===== src/rtl/vx_mem_perf_monitor.sv =====
// Memory-traffic performance monitor: counts read/write lane requests, tracks
// outstanding reads and accumulates load latency, peak and error flags.
module vx_mem_perf_monitor #(
  parameter int NUM_CHANNELS = 1,
  parameter int NUM_LANES    = 4,
  parameter int CTR_W        = 44,
  parameter int PEND_W       = 16
) (
  input  logic                              clk,
  input  logic                              reset,
  input  logic                              enable,
  input  logic                              clear,
  input  logic [NUM_CHANNELS*NUM_LANES-1:0] req_fire,
  input  logic [NUM_CHANNELS-1:0]           req_rw,
  input  logic [NUM_CHANNELS*NUM_LANES-1:0] rsp_fire,
  output logic [CTR_W-1:0]                  reads,
  output logic [CTR_W-1:0]                  writes,
  output logic [PEND_W-1:0]                 pending,
  output logic [CTR_W-1:0]                  latency,
  output logic [PEND_W-1:0]                 peak_pending,
  output logic                              ovf,
  output logic                              underflow
);

  localparam int TOTAL = NUM_CHANNELS * NUM_LANES;
  localparam int CNT_W = $clog2(TOTAL + 1);
  localparam int SW    = ((PEND_W > CNT_W) ? PEND_W : CNT_W) + 2;

  logic [TOTAL-1:0] rd_mask;
  logic [TOTAL-1:0] wr_mask;

  genvar gi;
  generate
    for (gi = 0; gi < NUM_CHANNELS; gi++) begin : g_chan
      assign rd_mask[gi*NUM_LANES +: NUM_LANES] = req_fire[gi*NUM_LANES +: NUM_LANES] & {NUM_LANES{~req_rw[gi]}};
      assign wr_mask[gi*NUM_LANES +: NUM_LANES] = req_fire[gi*NUM_LANES +: NUM_LANES] & {NUM_LANES{req_rw[gi]}};
    end
  endgenerate

  logic [CNT_W-1:0] rd_cnt, wr_cnt, rsp_cnt;

  always_comb begin
    rd_cnt  = '0;
    wr_cnt  = '0;
    rsp_cnt = '0;
    for (int i = 0; i < TOTAL; i++) begin
      rd_cnt  = rd_cnt  + CNT_W'(rd_mask[i]);
      wr_cnt  = wr_cnt  + CNT_W'(wr_mask[i]);
      rsp_cnt = rsp_cnt + CNT_W'(rsp_fire[i]);
    end
  end

  logic [CNT_W-1:0] rd_r, wr_r, rsp_r;

  // Pending update in signed arithmetic wide enough to see both clamp cases
  logic signed [SW-1:0] pend_sum;
  logic                 pend_neg, pend_big;
  logic [PEND_W-1:0]    pending_next;

  always_comb begin
    pend_sum     = signed'(SW'(pending)) + signed'(SW'(rd_r)) - signed'(SW'(rsp_r));
    pend_neg     = pend_sum[SW-1];
    pend_big     = !pend_neg && (pend_sum > signed'(SW'({PEND_W{1'b1}})));
    pending_next = pend_neg ? '0 : (pend_big ? {PEND_W{1'b1}} : pend_sum[PEND_W-1:0]);
  end

  logic [CTR_W:0]    reads_sum, writes_sum, latency_sum;
  logic [CTR_W-1:0]  reads_next, writes_next, latency_next;
  logic [PEND_W-1:0] peak_next;
  logic              stat_sat;

  always_comb begin
    reads_sum    = {1'b0, reads}   + (CTR_W+1)'(rd_r);
    writes_sum   = {1'b0, writes}  + (CTR_W+1)'(wr_r);
    latency_sum  = {1'b0, latency} + (CTR_W+1)'(pending);
    reads_next   = reads_sum[CTR_W]   ? {CTR_W{1'b1}} : reads_sum[CTR_W-1:0];
    writes_next  = writes_sum[CTR_W]  ? {CTR_W{1'b1}} : writes_sum[CTR_W-1:0];
    latency_next = latency_sum[CTR_W] ? {CTR_W{1'b1}} : latency_sum[CTR_W-1:0];
    peak_next    = (pending_next > peak_pending) ? pending_next : peak_pending;
    stat_sat     = reads_sum[CTR_W] | writes_sum[CTR_W] | latency_sum[CTR_W];
  end

  always_ff @(posedge clk) begin
    if (reset) begin
      rd_r         <= '0;
      wr_r         <= '0;
      rsp_r        <= '0;
      pending      <= '0;
      reads        <= '0;
      writes       <= '0;
      latency      <= '0;
      peak_pending <= '0;
      ovf          <= 1'b0;
      underflow    <= 1'b0;
    end else begin
      rd_r    <= rd_cnt;
      wr_r    <= wr_cnt;
      rsp_r   <= rsp_cnt;
      pending <= pending_next;
      if (clear) begin
        reads        <= '0;
        writes       <= '0;
        latency      <= '0;
        peak_pending <= '0;
        ovf          <= 1'b0;
        underflow    <= 1'b0;
      end else begin
        if (enable) begin
          reads        <= reads_next;
          writes       <= writes_next;
          latency      <= latency_next;
          peak_pending <= peak_next;
        end
        if (pend_neg) underflow <= 1'b1;
        if (pend_big || (enable && stat_sat)) ovf <= 1'b1;
      end
    end
  end

endmodule

===== config.mk =====
export PLATFORM = sky130hd
export DESIGN_NAME = vx_mem_perf_monitor
export DESIGN_NICKNAME = d
export VERILOG_FILES = /design/src/rtl/vx_mem_perf_monitor.sv
export SDC_FILE = /design/constraint.sdc
export NUM_CORES = 1
export LEC_CHECK = 0
export BUFFER_PORTS_ARGS = -buffer_cell sky130_fd_sc_hd__buf_2
export CAP_MARGIN = 0
export CORE_UTILIZATION = 30
export CTS_CLUSTER_DIAMETER = 200
export DETAILED_ROUTE_END_ITERATION = 16
export MAX_ROUTING_LAYER = met4
export PLACE_DENSITY = 0.46
export SLEW_MARGIN = 20
export SYNTH_ARGS = -nofsm -noshare
export SYNTH_HDL_FRONTEND = slang
export SYNTH_SLANG_ARGS = --single-unit

===== constraint.sdc =====
create_clock -name clk -period 7.2 [get_ports clk]
set_input_delay 0.36 -clock clk [delete_from_list [all_inputs] [get_ports clk]]
set_output_delay 0.36 -clock clk [all_outputs]
set_load 0.01 [all_outputs]

Word-level counts from Yosys, hierarchy flattened --
Cells that the tools add are included.
Storage, ports and cells: logic and storage cells 42, output and inout port bits 166, input bits 13, register bits after elaboration 175
Operators by class: bitwise gates (word level) 5, mux-type cells 5, magnitude comparators 2, reductions and logical operators 6, $add $sub $neg 14
Operators by type and width (count):
- two-way mux 44 bit | 3
- adder 44 x 3 -> 45 bit | 2
- adder 44 x 16 -> 45 bit | 1
- two-way mux 16 bit | 2
- greater-than comparator 18 x 17 -> 1 bit, second input constant | 1
- subtractor 17 x 3 -> 18 bit | 1
- adder 16 x 3 -> 17 bit | 1
- greater-than comparator 16 bit | 1
- adder 2 x 1 -> 3 bit | 3
- adder 3 x 1 -> 3 bit | 3
- AND 4 bit | 2
- adder 1 x 1 -> 2 bit | 3
- logical AND 1 bit | 2
- OR 1 bit | 2
- AND reduction 2 bit | 1
- OR reduction 2 bit | 1
- zero test 1 bit | 1
- logical OR 1 bit | 1
- NOT 1 bit | 1

Logic depth before layout (Yosys ltp) --
Gate-level depths: netlist of run 1.
depth after elaboration 8, gate-level depth with buffers 23, mapped depth without buffers 20

Least setup slack after synthesis of run 1 --
No wires, ideal clock.
path kind register to register, start point reg pending[2], end point reg peak_pending[14], path buffers 4, stages on the path, launching flop included 22, arrival 4804 ps, setup time 131 ps, clock period less this slack 4935 ps, setup slack 2265 ps, required time 7069 ps, cell sequence dfxtp_1 inv_1 fa_1 inv_1 ha_1 o21ai_0 o21ai_1 a21oi_1 o31ai_1 a211oi_1 clkbuf_1 clkbuf_1 nor2_1 ha_1 nand4_1 or3_1 or4_1 o211ai_1 or3_1 clkbuf_1 buf_2 o2bb2ai_1
Between the ends: cells in the longest elaborated chain, start to end 8, elaborated cells between the ends (all ways) 9, those cells by class add/sub: 2; order compare: 2; mux: 2; reduce/logical: 3
RTL lines:
- from (decl) | RTL line 18 | output logic [PEND_W-1:0] pending,
- from (signal assigned) | RTL line 99 | pending <= pending_next;
- adder 16 x 3 -> 17 bit * | RTL line 61 | pend_sum = signed'(SW'(pending)) + signed'(SW'(rd_r)) - signed'(SW'(rsp_r));
- subtractor 17 x 3 -> 18 bit * | RTL line 61
- greater-than comparator 18 x 17 -> 1 bit or zero test 1 bit (tied branches) | RTL line 63 | pend_big = !pend_neg && (pend_sum > signed'(SW'({PEND_W{1'b1}})));
- logical AND 1 bit | RTL line 63
- two-way mux 16 bit | RTL line 64 | pending_next = pend_neg ? '0 : (pend_big ? {PEND_W{1'b1}} : pend_sum[PEND_W-1:0]);
- two-way mux 16 bit * | RTL line 64
- via pending_next[10] | RTL line 58 | logic [PEND_W-1:0] pending_next;
- greater-than comparator 16 bit * | RTL line 79 | peak_next = (pending_next > peak_pending) ? pending_next : peak_pending;
- AND reduction 2 bit (no line) *
- to (signal assigned) | RTL line 112 | peak_pending <= peak_next;
- to (decl) | RTL line 20 | output logic [PEND_W-1:0] peak_pending,
The timed path passes the listed nets; every way through them passes the cells marked *. A chain may end at the register's enable or synchronous reset.

Worst setup path in the final report of run 1 --
start point reg pending[1], end point reg peak_pending[12]
The elaborated chain is that of the path after synthesis.

==> impl_summary.log, run 1 <==
INFO  metric netSwitchingPower = 0.00171 W
INFO  metric cts.htree.levels = 4
INFO  metric end_kind = flip-flop
INFO  metric seq_power_share = 28.7%
INFO  metric post_layout_nonfiller_instances = 1772
INFO  metric fin_nets = 1400
INFO  metric clock_power_share = 24.8%
INFO  metric regToRegStartpoint = pending[1]$_SDFF_PP0_
INFO  metric post_synth_and_or_nand_nor_area_fraction = 20.6%
INFO  metric clock_tree_from_tritoncts = done
INFO  metric worstSkewPairLatency = 0.45 ns
INFO  metric count_of_distinct_cell_types_in_the_synthesized_netlist = 70
INFO  metric total_cts_buffers = 17
INFO  metric start_util = 30.4%
INFO  metric grt_pass1_vias = 8264
INFO  metric cts.sinks = 175
INFO  metric largest_net_degree_at_the_start_of_global_routing = 68
INFO  metric timing.max_cap.violations = 0
INFO  metric yosysWarnings = 0
INFO  metric postSynthRegisterBits = 175
INFO  metric groute.usage.overall = 17.7%
INFO  metric post_synth_xor_area_fraction = 9.15%
INFO  metric run_status = completed
INFO  metric post_synth_most_frequent_cells = dfxtp_1, a21oi_1, nor2_1
INFO  metric r2r_end = peak_pending[12]$_SDFFE_PP0P_
INFO  metric placedCellCount = 1739
INFO  metric place.gp.congestion = 0.795
INFO  metric routed_wirelength = 28.7 mm
INFO  metric placed_cell_area = 0.0112 sq mm
INFO  metric timing.critical_path.buf_inv = 0
INFO  metric wire_length_per_cell = 16.2 um
INFO  metric final_core_util = 36.4%
INFO  metric holdCritStartpoint = reset
INFO  metric final_critical_path_setup_slack = 1.50 ns
INFO  metric design.portCount = 179
INFO  metric minimum_period_implied_by_the_final_worst_setup_slack = 5.70 ns
INFO  metric finalHoldViolCount = 0
INFO  metric drtIter0Drc = 434
INFO  metric report.final.setup_viol = 0
INFO  metric crit_path_max_incr_delay = 0.67 ns
INFO  metric final_setup_skew = 0.0118 ns
INFO  metric netlist.top_cell.by_area = dfxtp_1
INFO  metric firstDrtPassIters = 5
INFO  metric comb_power_share = 46.5%
INFO  metric area_growth_syn_to_layout = 19.8%
INFO  metric die_width = 183 um
INFO  metric power_report.internal_total = 0.00239 W
INFO  metric count_of_input_and_output_buffers = 178
INFO  metric ys_dominant_reg_cell = dfxtp_1
INFO  metric clock_tree.root_cell = clkbuf_16
INFO  metric synth_compound_area_share = 19.7%
INFO  metric synth_area_leaders = dfxtp_1, ha_1, a21oi_1, xor2_1, nor2_1
INFO  metric post_cts.resized_instances = 0
INFO  metric drt.antenna.violating_nets = 0
INFO  metric ys_async_sr_fraction = 0%
INFO  metric ir_drop_worst_case_vdd = 0.290 mV
INFO  metric clkTransAtPathRegs = 0.07 ns
INFO  metric grt_setup_unrepaired = no
INFO  metric cp_top_family = simple AND/OR/NAND/NOR gates
INFO  metric worst_hold_path_type = in2reg
INFO  metric largest_family_of_logic_cells_by_synthesized_area = simple AND/OR/NAND/NOR gates
INFO  metric cts-hold-fix-buffers = 0
INFO  metric rows = 66
INFO  metric count_of_flip_flops_with_a_built_in_enable_after_synthesis = 0
INFO  metric grt_overflow = 0
INFO  metric power.density_cell_area = 347 mW/mm^2
INFO  metric worst_ep_arrival_time = 6.08 ns
INFO  metric final_area = 0.0118 sq mm
INFO  metric grt_first_pass_wirelength = 45.6 mm
INFO  metric fp.dieArea = 0.0336 sq mm
INFO  metric report.final.slew_viol_count = 0
INFO  metric drive_gt1_share = 19.6%
INFO  metric layout_worst_path_cycle_share = 79.2%
INFO  metric synthesis.instances = 1158
INFO  metric relSlewSlack = 33.4%
INFO  metric net_switching_fraction_of_the_power = 41.8%
INFO  metric synthesis.nets = 1242
INFO  metric cts_post_setup_buffers_inserted = 0
INFO  metric grt_antenna_before_repair = 1
INFO  metric synth_top_area_share = 35.5%
INFO  metric synth_area = 0.00986 sq mm
INFO  metric crit_required = 7.57 ns
INFO  metric routed_via_density = 4.91
INFO  metric synth-seq-area-share = 35.5%
INFO  metric regArea = 0.00350 sq mm
INFO  metric leakage = 4.84 nW
INFO  metric drc = 0
INFO  metric ff2ff_setup_slack = 1.50 ns
INFO  metric ctsLongestPathBuffers = 2
INFO  metric via_count = 8696
INFO  metric critical_path.max_fanout = 17
INFO  metric fmaxAchievable = 175 MHz
INFO  metric fillerInstances = 3432
INFO  metric timing.critical_path.cells = fa_1 > fa_1 > a211oi_1 > o21ai_1 > a41oi_1 > or4b_1 > nand3_2 > nor4b_1 > nor2_1 > ha_1 > nand2_1 > or3_1 > or4_1 > o211ai_1 > and2_1 > o2bb2ai_1
INFO  metric die_y = 183 um
INFO  metric crit_path_top_delay_cell = nor4b_1
INFO  metric synth-adder-area-share = 9.70%
INFO  metric cell_with_the_most_instances_after_synthesis = dfxtp_1
INFO  metric timing.setup.tns = 0 ns
INFO  metric synth_mux_area_share = 0.609%
INFO  metric synth_area_per_cell = 8.51 sq um
INFO  metric detailed_place_hpwl = 20.9 mm
INFO  metric worstHoldEndpoint = rd_r[2]$_SDFF_PP0_
INFO  metric worst_hold_path.num_cells = 2
INFO  metric path_common_cell = fa_1
INFO  metric tightestPinTransition = 0.992 ns
INFO  metric area_of_the_placeable_core = 0.0325 sq mm
INFO  metric reg2regPathDepth = 16
INFO  metric place_worst_setup_slack = 1.53 ns
INFO  metric startpoint = pending[1]$_SDFF_PP0_
INFO  metric start_kind = flip-flop
INFO  metric multi_input_area = 0.00590 sq mm
INFO  metric setup.worst_path.class = reg2reg
how the worst max path moves through the flow:
stage | endpoint | slack (ns) | cells after the start
2_1_floorplan | peak_pending[14]$_SDFFE_PP0P_ | 2.27 | 21
3_3_place_gp | peak_pending[15]$_SDFFE_PP0P_ | 1.69 | 16
3_5_place_dp | peak_pending[15]$_SDFFE_PP0P_ | 1.53 | 16
4_1_cts | peak_pending[5]$_SDFFE_PP0P_ | 1.51 | 16
5_1_grt | peak_pending[15]$_SDFFE_PP0P_ | 1.16 | 18
6_report | peak_pending[12]$_SDFFE_PP0P_ | 1.50 | 16
through the flow:
stage / power, W / hold WS (ns)
2_1_floorplan: 0.00259 / 0.505
3_3_place_gp: 0.00311 / 0.463
3_5_place_dp: 0.00310 / 0.464
4_1_cts: 0.00416 / 0.232
5_1_grt: 0.00446 / 0.257
6_report: 0.00410 / 0.254
area by class of cell:
class | count | share of cell area, %
multi-input cells | 864 | 49.9
flip-flops and latches | 175 | 29.7
repair buffers | 186 | 8.05
well taps | 442 | 4.68
clock buffers | 18 | 3.72
inverters | 72 | 2.29
clock inverters | 14 | 1.65
diodes | 1 | 0.0212
placed cells by master, fill, tap and decap left out, types with 10 or more instances in the layout:
cell,n
o2bb2ai_1,15
inv_1,72
a211oi_1,11
o21ai_0,50
dfxtp_1,175
and3_1,22
clkbuf_16,17
a21oi_2,11
nand2_1,56
xor2_1,60
a21o_1,13
nand3_1,50
a21oi_1,131
nor2b_1,21
and4_1,13
nor2_1,105
xnor2_1,43
buf_2,178
a31oi_1,12
ha_1,62
o211ai_1,10
nand4_1,21
nor3_1,26
power by group through the flow:
| stage | Sequential [W] | Combinational [W] | Clock [W] |
|---|---|---|---|
| after floorplan | 0.00120 | 0.00139 | 0 |
| after detailed placement | 0.00120 | 0.00190 | 0 |
| after global placement | 0.00120 | 0.00191 | 0 |
| after global routing | 0.00119 | 0.00217 | 0.00109 |
| final | 0.00118 | 0.00191 | 0.00102 |
| after CTS | 0.00118 | 0.00192 | 0.00106 |
flip-flops by register name (all words and copies together), names as in the netlist:
signal / count
peak_pending: 16
pending: 16
rsp_r: 3
latency: 44
wr_r: 3
ovf: 1
underflow: 1
writes: 44
rd_r: 3
reads: 44
cell families (layout without fill, tap and decap cells):
group / Yosys count / count (layout)
and+or+nand+nor: 379 / 379
AOI/OAI and AO/OA: 305 / 305
DFF: 175 / 175
buffers and inverters: 119 / 290
xor gates and xnor gates: 103 / 103
adders and majority gates: 71 / 71
muxes: 6 / 6
other: 0 / 1
worst reg2reg max path: cells and delay by family (launching register included):
kind / cells / cell delay (ns)
flops: 1 / 0.36
simple gates: 8 / 2.71
compound gates: 5 / 1.20
fa+ha+maj: 3 / 1.33
routing by layer:
layer / GRT usage, % / up-vias / wire, um
li1: - / 4456 / -
met1: 24.4 / 4053 / 14700
met2: 26.3 / 168 / 12600
met3: 3.40 / 19 / 1060
met4: 4.97 / 0 / 361
met5: - / - / 0
(Power assumes the default switching activity.)
==> run 2: changes to the inputs <==
--- a/config.mk
+++ b/config.mk
@@ -11,7 +11,7 @@
 export CTS_CLUSTER_DIAMETER = 200
 export DETAILED_ROUTE_END_ITERATION = 16
 export MAX_ROUTING_LAYER = met4
-export PLACE_DENSITY = 0.46
+export PLACE_DENSITY = 0.48
 export SLEW_MARGIN = 20
 export SYNTH_ARGS = -nofsm -noshare
 export SYNTH_HDL_FRONTEND = slang
==> constraint.sdc (replaced) <==
create_clock -name clk -period 4.9 [get_ports clk]
set_input_delay 0.245 -clock clk [delete_from_list [all_inputs] [get_ports clk]]
set_output_delay 0.245 -clock clk [all_outputs]
set_load 0.01 [all_outputs]
==> impl_summary.log, run 2 (synthesis gave the netlist of run 1 again) <==
INFO  metric grt_first_pass_wirelength = 45.9 mm (was 45.6 mm)
INFO  metric fin_nets = 1430 (was 1400)
INFO  metric minimum_period_implied_by_the_final_worst_setup_slack = 4.71 ns (was 5.70 ns)
INFO  metric worst_hold_path_type = in2reg (unchanged)
INFO  metric layout_top_registers = latency: 44 flops, reads: 44 flops, writes: 44 flops (unchanged)
INFO  metric largest_net_degree_at_the_start_of_global_routing = 82 (was 68)
INFO  metric drc = 0 (unchanged)
INFO  metric tightestPinTransition = 1.10 ns (was 0.992 ns)
INFO  metric fmaxAchievable = 212 MHz (was 175 MHz)
INFO  metric detailed_place_hpwl = 21.2 mm (was 20.9 mm)
INFO  metric clkTransAtPathRegs = 0.07 ns (about the same)
INFO  metric worst_hold_path.num_cells = 2 (unchanged)
INFO  metric end_kind = flip-flop (unchanged)
INFO  metric relSlewSlack = 26.4% (was 33.4%)
INFO  metric clock_tree.root_cell = clkbuf_16 (unchanged)
INFO  metric grt_overflow = 0 (unchanged)
INFO  metric start_kind = flip-flop (unchanged)
INFO  metric report.final.slew_viol_count = 0 (unchanged)
INFO  metric reg2regPathDepth = 21 (was 16)
INFO  metric cts-hold-fix-buffers = 0 (unchanged)
INFO  metric setup.worst_path.class = reg2reg (unchanged)
INFO  metric final_setup_skew = 0.00874 ns (was 0.0118 ns)
INFO  metric groute.usage.overall = 17.7% (about the same)
INFO  metric timing.critical_path.buf_inv = 5 (was 0)
INFO  metric die_width = 183 um (unchanged)
INFO  metric cp_top_family = simple AND/OR/NAND/NOR gates (unchanged)
INFO  metric via_count = 8868 (was 8696)
INFO  metric crit_path_top_delay_cell = fa_1 (was nor4b_1)
INFO  metric area_of_the_placeable_core = 0.0325 sq mm (unchanged)
INFO  metric grt_antenna_before_repair = 0 (was 1)
INFO  metric mostFrequentLayoutCell = buf_2 (unchanged)
INFO  metric rows = 66 (unchanged)
INFO  metric critical_path_cell_count = 21 (was 16)
INFO  metric timing.max_cap.violations = 0 (unchanged)
INFO  metric clock_tree_from_tritoncts = done (unchanged)
INFO  metric critical_path.max_fanout = 8 (was 17)
INFO  metric timing.critical_path.cells = inv_1 > fa_1 > inv_1 > ha_4 > a211oi_2 > o21ai_2 > a41oi_2 > buf_4 > o31ai_2 > nand3_2 > buf_6 > a31o_2 > nor2b_1 > ha_1 > nand2_1 > or3_4 > or4_1 > o211ai_1 > and2_4 > buf_6 > o2bb2ai_1 (was fa_1 > fa_1 > a211oi_1 > o21ai_1 > a41oi_1 > or4b_1 > nand3_2 > nor4b_1 > nor2_1 > ha_1 > nand2_1 > or3_1 > or4_1 > o211ai_1 > and2_1 > o2bb2ai_1)
INFO  metric worstSkewPairLatency = 0.45 ns (about the same)
INFO  metric start_util = 30.4% (unchanged)
INFO  metric total_cts_buffers = 17 (unchanged)
INFO  metric design.portCount = 179 (unchanged)
INFO  metric diodes_inserted = 0 (was 1)
INFO  metric power.density_cell_area = 532 mW/mm^2 (was 347 mW/mm^2)
INFO  metric place.gp.congestion = 0.824 (was 0.795)
INFO  metric drt.antenna.violating_nets = 0 (unchanged)
INFO  metric ir_drop_worst_case_vdd = 0.327 mV (was 0.290 mV)
INFO  metric routed_via_density = 4.92 (was 4.91)
INFO  metric count_of_input_and_output_buffers = 178 (unchanged)
INFO  metric layout_worst_path_cycle_share = 96.1% (was 79.2%)
INFO  metric area_growth_syn_to_layout = 22.6% (was 19.8%)
INFO  metric cts.sinks = 175 (unchanged)
INFO  metric drive_gt1_share = 22.4% (was 19.6%)
INFO  metric fp.dieArea = 0.0336 sq mm (unchanged)
INFO  metric crit_path_max_incr_delay = 0.53 ns (was 0.67 ns)
INFO  metric finalHoldViolCount = 0 (unchanged)
INFO  metric ctsLongestPathBuffers = 2 (unchanged)
INFO  metric routed_wirelength = 28.7 mm (about the same)
INFO  metric report.final.setup_viol = 0 (unchanged)
INFO  metric timing.setup.tns = 0 ns (unchanged)
INFO  metric leakage = 4.98 nW (was 4.84 nW)
INFO  metric drtIter0Drc = 485 (was 434)
INFO  metric grt_pass1_vias = 8418 (was 8264)
INFO  metric final_area = 0.0121 sq mm (was 0.0118 sq mm)
INFO  metric run_status = completed (unchanged)
INFO  metric die_y = 183 um (unchanged)
INFO  metric firstDrtPassIters = 5 (unchanged)
INFO  metric crit_required = 5.27 ns (was 7.57 ns)
INFO  metric wire_length_per_cell = 15.9 um (was 16.2 um)
INFO  metric cts.htree.levels = 4 (unchanged)
INFO  metric fillerInstances = 3413 (was 3432)
INFO  metric commonest_cells_after_routing_fill_and_taps_aside = buf_2, dfxtp_1, a21oi_1 (unchanged)
INFO  metric placed_cell_area = 0.0114 sq mm (was 0.0112 sq mm)
INFO  metric worst_ep_arrival_time = 5.08 ns (was 6.08 ns)
==> run 2: metal layers <==
| metal | share of wire, % | up-vias | global-route usage, % |
|---|---|---|---|
| met4 | 1.4 | 0 | 5.13 |
| met3 | 3.9 | 20 | 3.04 |
| li1 | - | 4516 | - |
| met5 | 0 | - | - |
| met1 | 51 | 4156 | 24.0 |
| met2 | 44 | 176 | 27.0 |
==> run 2: area by class of cell <==
| cell class | instances | area (sq um) | area share [%] |
|---|---|---|---|
| Clock inverter | 14 | 156 | 1.29 |
| Timing Repair Buffer | 216 | 1200 | 9.92 |
| Clock buffer | 18 | 439 | 3.63 |
| Inverter | 72 | 270 | 2.24 |
| Multi-Input combinational cell | 864 | 5960 | 49.3 |
| Sequential cell | 175 | 3510 | 29.0 |
| Tap cell | 442 | 553 | 4.58 |
==> run 2: what timing repair did <==
action                                  CTS  global route
setup buffers                             0             2
gates cloned                              0             0
endpoints found under the hold margin     0             0
endpoints found under the setup margin   16            16
pin swaps                                 0             4
gates resized for setup                   1            20
==> run 2: through the flow <==
step | cells | worst slack [ns] | hold WS [ns] | power, W | utilization (%)
2_1_floorplan | 1158 | 0.0270 | 0.479 | 0.00381 | -
3_3_place_gp | 1767 | 0.0749 | 0.464 | 0.00491 | 35.1
3_5_place_dp | 1767 | -0.00938 | 0.470 | 0.00489 | 35.1
4_1_cts | 1799 | 0.0170 | 0.117 | 0.00635 | 36.9
5_1_grt | 1801 | -0.00997 | 0.147 | 0.00699 | 37.2
6_report | 1801 | 0.192 | 0.125 | 0.00642 | 37.2
==> run 2: path summary, 6_finish.rpt <==
kind                                     start                           end  slack, ns
hold / removal                           reset            rd_r[2]$_SDFF_PP0_       0.12
setup / recovery         pending[2]$_SDFF_PP0_  peak_pending[5]$_SDFFE_PP0P_       0.19
hold reg to reg   peak_pending[4]$_SDFFE_PP0P_  peak_pending[4]$_SDFFE_PP0P_       0.48
setup reg to reg         pending[2]$_SDFF_PP0_  peak_pending[5]$_SDFFE_PP0P_       0.19
==> run 2: report_power, final <==
part	switching, W	total (W)	leakage (nW)	internal [W]
Clock	0.000642	0.00141	0.279	0.000773
Combinational	0.00183	0.00329	3.28	0.00146
Sequential	0.000151	0.00172	1.42	0.00157
==> run 3: changes to the inputs <==
--- a/config.mk
+++ b/config.mk
@@ -11,7 +11,7 @@
 export CTS_CLUSTER_DIAMETER = 200
 export DETAILED_ROUTE_END_ITERATION = 16
 export MAX_ROUTING_LAYER = met4
-export PLACE_DENSITY = 0.48
+export PLACE_DENSITY = 0.46
 export SLEW_MARGIN = 20
 export SYNTH_ARGS = -nofsm -noshare
 export SYNTH_HDL_FRONTEND = slang
==> constraint.sdc (replaced) <==
create_clock -name clk -period 4.45 [get_ports clk]
set_input_delay 0.2225 -clock clk [delete_from_list [all_inputs] [get_ports clk]]
set_output_delay 0.2225 -clock clk [all_outputs]
set_load 0.01 [all_outputs]
==> impl_summary.log, run 3 (synthesis gave the netlist of run 1 again) <==
INFO  metric run_status = complete, but fails checks (was completed)
INFO  metric violations = negative setup slack
INFO  metric detailed_place_hpwl = 22.2 mm (was 21.2 mm)
INFO  metric timing.critical_path.cells = inv_1 > fa_1 > fa_2 > a211oi_4 > o21ai_2 > a41oi_2 > buf_4 > buf_4 > nor2_1 > xor2_1 > nor2_4 > nor2_1 > ha_1 > nand4_1 > or3_4 > or4_1 > o211ai_1 > and2_4 > clkbuf_16 > o2bb2ai_1 (was inv_1 > fa_1 > inv_1 > ha_4 > a211oi_2 > o21ai_2 > a41oi_2 > buf_4 > o31ai_2 > nand3_2 > buf_6 > a31o_2 > nor2b_1 > ha_1 > nand2_1 > or3_4 > or4_1 > o211ai_1 > and2_4 > buf_6 > o2bb2ai_1)
INFO  metric report.final.setup_viol = 16 (was 0)
INFO  metric clock_tree.root_cell = clkbuf_16 (unchanged)
INFO  metric design.portCount = 179 (unchanged)
INFO  metric seq_power_share = 24.1% (was 26.8%)
INFO  metric r2r_end = peak_pending[1]$_SDFFE_PP0P_ (was peak_pending[5]$_SDFFE_PP0P_)
INFO  metric netSwitchingPower = 0.00326 W (was 0.00262 W)
INFO  metric drive_gt1_share = 25.7% (was 22.4%)
INFO  metric grt_overflow = 0 (unchanged)
INFO  metric power.total = 0.00784 W (was 0.00642 W)
INFO  metric clock_power_share = 19.2% (was 22.0%)
INFO  metric cp_top_family = simple AND/OR/NAND/NOR gates (unchanged)
INFO  metric routed_wirelength = 29.9 mm (was 28.7 mm)
INFO  metric count_of_input_and_output_buffers = 178 (unchanged)
INFO  metric mostFrequentLayoutCell = buf_2 (unchanged)
INFO  metric wire_length_per_cell = 16.3 um (was 15.9 um)
INFO  metric grt_pass1_vias = 8518 (was 8418)
INFO  metric grt_antenna_before_repair = 0 (unchanged)
INFO  metric via_count = 9022 (was 8868)
INFO  metric worst_ep_arrival_time = 4.94 ns (was 5.08 ns)
INFO  metric start_util = 30.4% (unchanged)
INFO  metric drt.antenna.violating_nets = 0 (unchanged)
INFO  metric crit_required = 4.83 ns (was 5.27 ns)
INFO  metric timing.max_cap.violations = 0 (unchanged)
INFO  metric fmaxAchievable = 219 MHz (was 212 MHz)
INFO  metric ctsLongestPathBuffers = 2 (unchanged)
INFO  metric fin_hold_ws = 0.0918 ns (was 0.125 ns)
INFO  metric ir_drop_worst_case_vdd = 0.408 mV (was 0.327 mV)
INFO  metric worst_hold_path_type = in2reg (unchanged)
INFO  metric area_growth_syn_to_layout = 26.8% (was 22.6%)
INFO  metric diodes_inserted = 0 (unchanged)
INFO  metric ff2ff_setup_slack = -0.11 ns (was 0.19 ns)
INFO  metric final_setup_skew = 0.0118 ns (was 0.00874 ns)
INFO  metric final_critical_path_setup_slack = -0.111 ns (was 0.192 ns)
INFO  metric placedCellCount = 1791 (was 1767)
INFO  metric report.final.slew_viol_count = 0 (unchanged)
INFO  metric start_kind = flip-flop (unchanged)
INFO  metric drc = 0 (unchanged)
INFO  metric grt_first_pass_wirelength = 47.1 mm (was 45.9 mm)
INFO  metric setup.worst_path.class = reg2reg (unchanged)
INFO  metric crit_path_top_delay_cell = fa_1 (unchanged)
INFO  metric cts.htree.levels = 4 (unchanged)
INFO  metric regToRegStartpoint = rsp_r[1]$_SDFF_PP0_ (was pending[2]$_SDFF_PP0_)
INFO  metric area_of_the_placeable_core = 0.0325 sq mm (unchanged)
INFO  metric commonest_cells_after_routing_fill_and_taps_aside = buf_2, dfxtp_1, a21oi_1 (unchanged)
INFO  metric cts.sinks = 175 (unchanged)
INFO  metric net_switching_fraction_of_the_power = 41.6% (was 40.8%)
INFO  metric fin_nets = 1460 (was 1430)
INFO  metric rows = 66 (unchanged)
INFO  metric fp.dieArea = 0.0336 sq mm (unchanged)
INFO  metric groute.usage.overall = 18.4% (was 17.7%)
INFO  metric multi_input_area = 0.00614 sq mm (was 0.00596 sq mm)
INFO  metric worstHoldEndpoint = rd_r[2]$_SDFF_PP0_ (unchanged)
INFO  metric firstDrtPassIters = 4 (was 5)
INFO  metric power.density_cell_area = 627 mW/mm^2 (was 532 mW/mm^2)
INFO  metric largest_net_degree_at_the_start_of_global_routing = 71 (was 82)
INFO  metric worstSkewPairLatency = 0.45 ns (about the same)
INFO  metric clkTransAtPathRegs = 0.07 ns (about the same)
INFO  metric die_y = 183 um (unchanged)
INFO  metric grt_setup_unrepaired = yes
INFO  metric reg2regPathDepth = 20 (was 21)
INFO  metric place.gp.congestion = 0.851 (was 0.824)
INFO  metric total_cts_buffers = 17 (unchanged)
INFO  metric tightestPinTransition = 0.931 ns (was 1.10 ns)
INFO  metric comb_power_share = 56.8% (was 51.2%)
INFO  metric minimum_period_implied_by_the_final_worst_setup_slack = 4.56 ns (was 4.71 ns)
INFO  metric worst_hold_path.num_cells = 2 (unchanged)
INFO  metric leakage = 5.18 nW (was 4.98 nW)
INFO  metric holdCritStartpoint = reset (unchanged)
INFO  metric end_kind = flip-flop (unchanged)
INFO  metric power_report.internal_total = 0.00458 W (was 0.00380 W)
INFO  metric timing.critical_path.buf_inv = 4 (was 5)
INFO  metric die_width = 183 um (unchanged)
INFO  metric relSlewSlack = 38.0% (was 26.4%)
INFO  metric layout_top_registers = latency: 44 flops, reads: 44 flops, writes: 44 flops (unchanged)
INFO  metric regArea = 0.00351 sq mm (about the same)
INFO  metric clock_tree_from_tritoncts = done (unchanged)
INFO  metric fillerInstances = 3415 (was 3413)
INFO  metric crit_path_max_incr_delay = 0.53 ns (about the same)
INFO  metric finalHoldViolCount = 0 (unchanged)
INFO  metric routed_via_density = 4.93 (was 4.92)
INFO  metric post_layout_nonfiller_instances = 1831 (was 1801)
INFO  metric drtIter0Drc = 407 (was 485)
INFO  metric critical_path.max_fanout = 7 (was 8)
INFO  metric layout_worst_path_cycle_share = 102% (was 96.1%)
[run 3: power groups by stage]
stage                     Combinational, W  Sequential (W)  Clock [W]
after floorplan                    0.00237         0.00195          0
after global placement             0.00388         0.00191          0
final                              0.00445         0.00189    0.00150
after CTS                          0.00429         0.00188    0.00155
after detailed placement           0.00385         0.00191          0
after global routing               0.00493         0.00191    0.00162
[run 3: worst register-to-register path: stages (launching register included)]
cell and delay (ns):
dfxtp_1 0.31, inv_1 0.05, fa_1 0.53, fa_2 0.41
a211oi_4 0.25, o21ai_2 0.09, a41oi_2 0.20, buf_4 0.15
buf_4 0.09, nor2_1 0.06, xor2_1 0.17, nor2_4 0.11
nor2_1 0.05, ha_1 0.28, nand4_1 0.12, or3_4 0.41
or4_1 0.52, o211ai_1 0.17, and2_4 0.25, clkbuf_16 0.15
o2bb2ai_1 0.10
[run 3: what timing repair did]
item,in CTS,in global routing
endpoints found under the setup margin,16,16
gates cloned,0,1
hold buffers,0,0
buffers inserted,4,3
pin swaps,3,3
gates resized for setup,25,16
[run 3: area by class of cell]
cell class	count	share of cell area, %
inverters	72	2.16
flip-flops and latches	175	28.0
clock buffers	22	3.71
multi-input cells	864	49.1
clock inverters	10	0.831
well taps	442	4.42
repair buffers	246	11.7
[run 3: how the worst max path moves through the flow]
stage | from | endpoint | slack (ns) | cells past startpoint
floorplan | pending[2]$_SDFF_PP0_ | peak_pending[14]$_SDFFE_PP0P_ | 0.005 | 21
global placement | rsp_r[1]$_SDFF_PP0_ | peak_pending[1]$_SDFFE_PP0P_ | -0.10 | 18
detailed placement | rsp_r[1]$_SDFF_PP0_ | peak_pending[13]$_SDFFE_PP0P_ | -0.20 | 18
CTS | rsp_r[1]$_SDFF_PP0_ | peak_pending[15]$_SDFFE_PP0P_ | -0.11 | 19
global route | rsp_r[1]$_SDFF_PP0_ | peak_pending[6]$_SDFFE_PP0P_ | -0.30 | 20
finish | rsp_r[1]$_SDFF_PP0_ | peak_pending[1]$_SDFFE_PP0P_ | -0.11 | 20
[run 3: routing by layer]
metal	GRT usage, %	vias to the layer above	share of wire, %
li1	-	4576	-
met1	24.5	4259	50
met2	28.3	165	45
met3	3.36	22	3.6
met4	5.40	0	1.4
met5	-	-	0
[run 3: per-stage QoR]
step | setup slack (ns) | instance area (sq um) | setup TNS [ns] | utilization [%]
2_1_floorplan | 0.00456 | 9930 | 0 | -
3_3_place_gp | -0.102 | 11600 | -1.60 | 35.9
3_5_place_dp | -0.203 | 11600 | -3.06 | 35.9
4_1_cts | -0.110 | 12400 | -1.43 | 38.2
5_1_grt | -0.305 | 12500 | -4.62 | 38.5
6_report | -0.111 | 12500 | -1.50 | 38.5
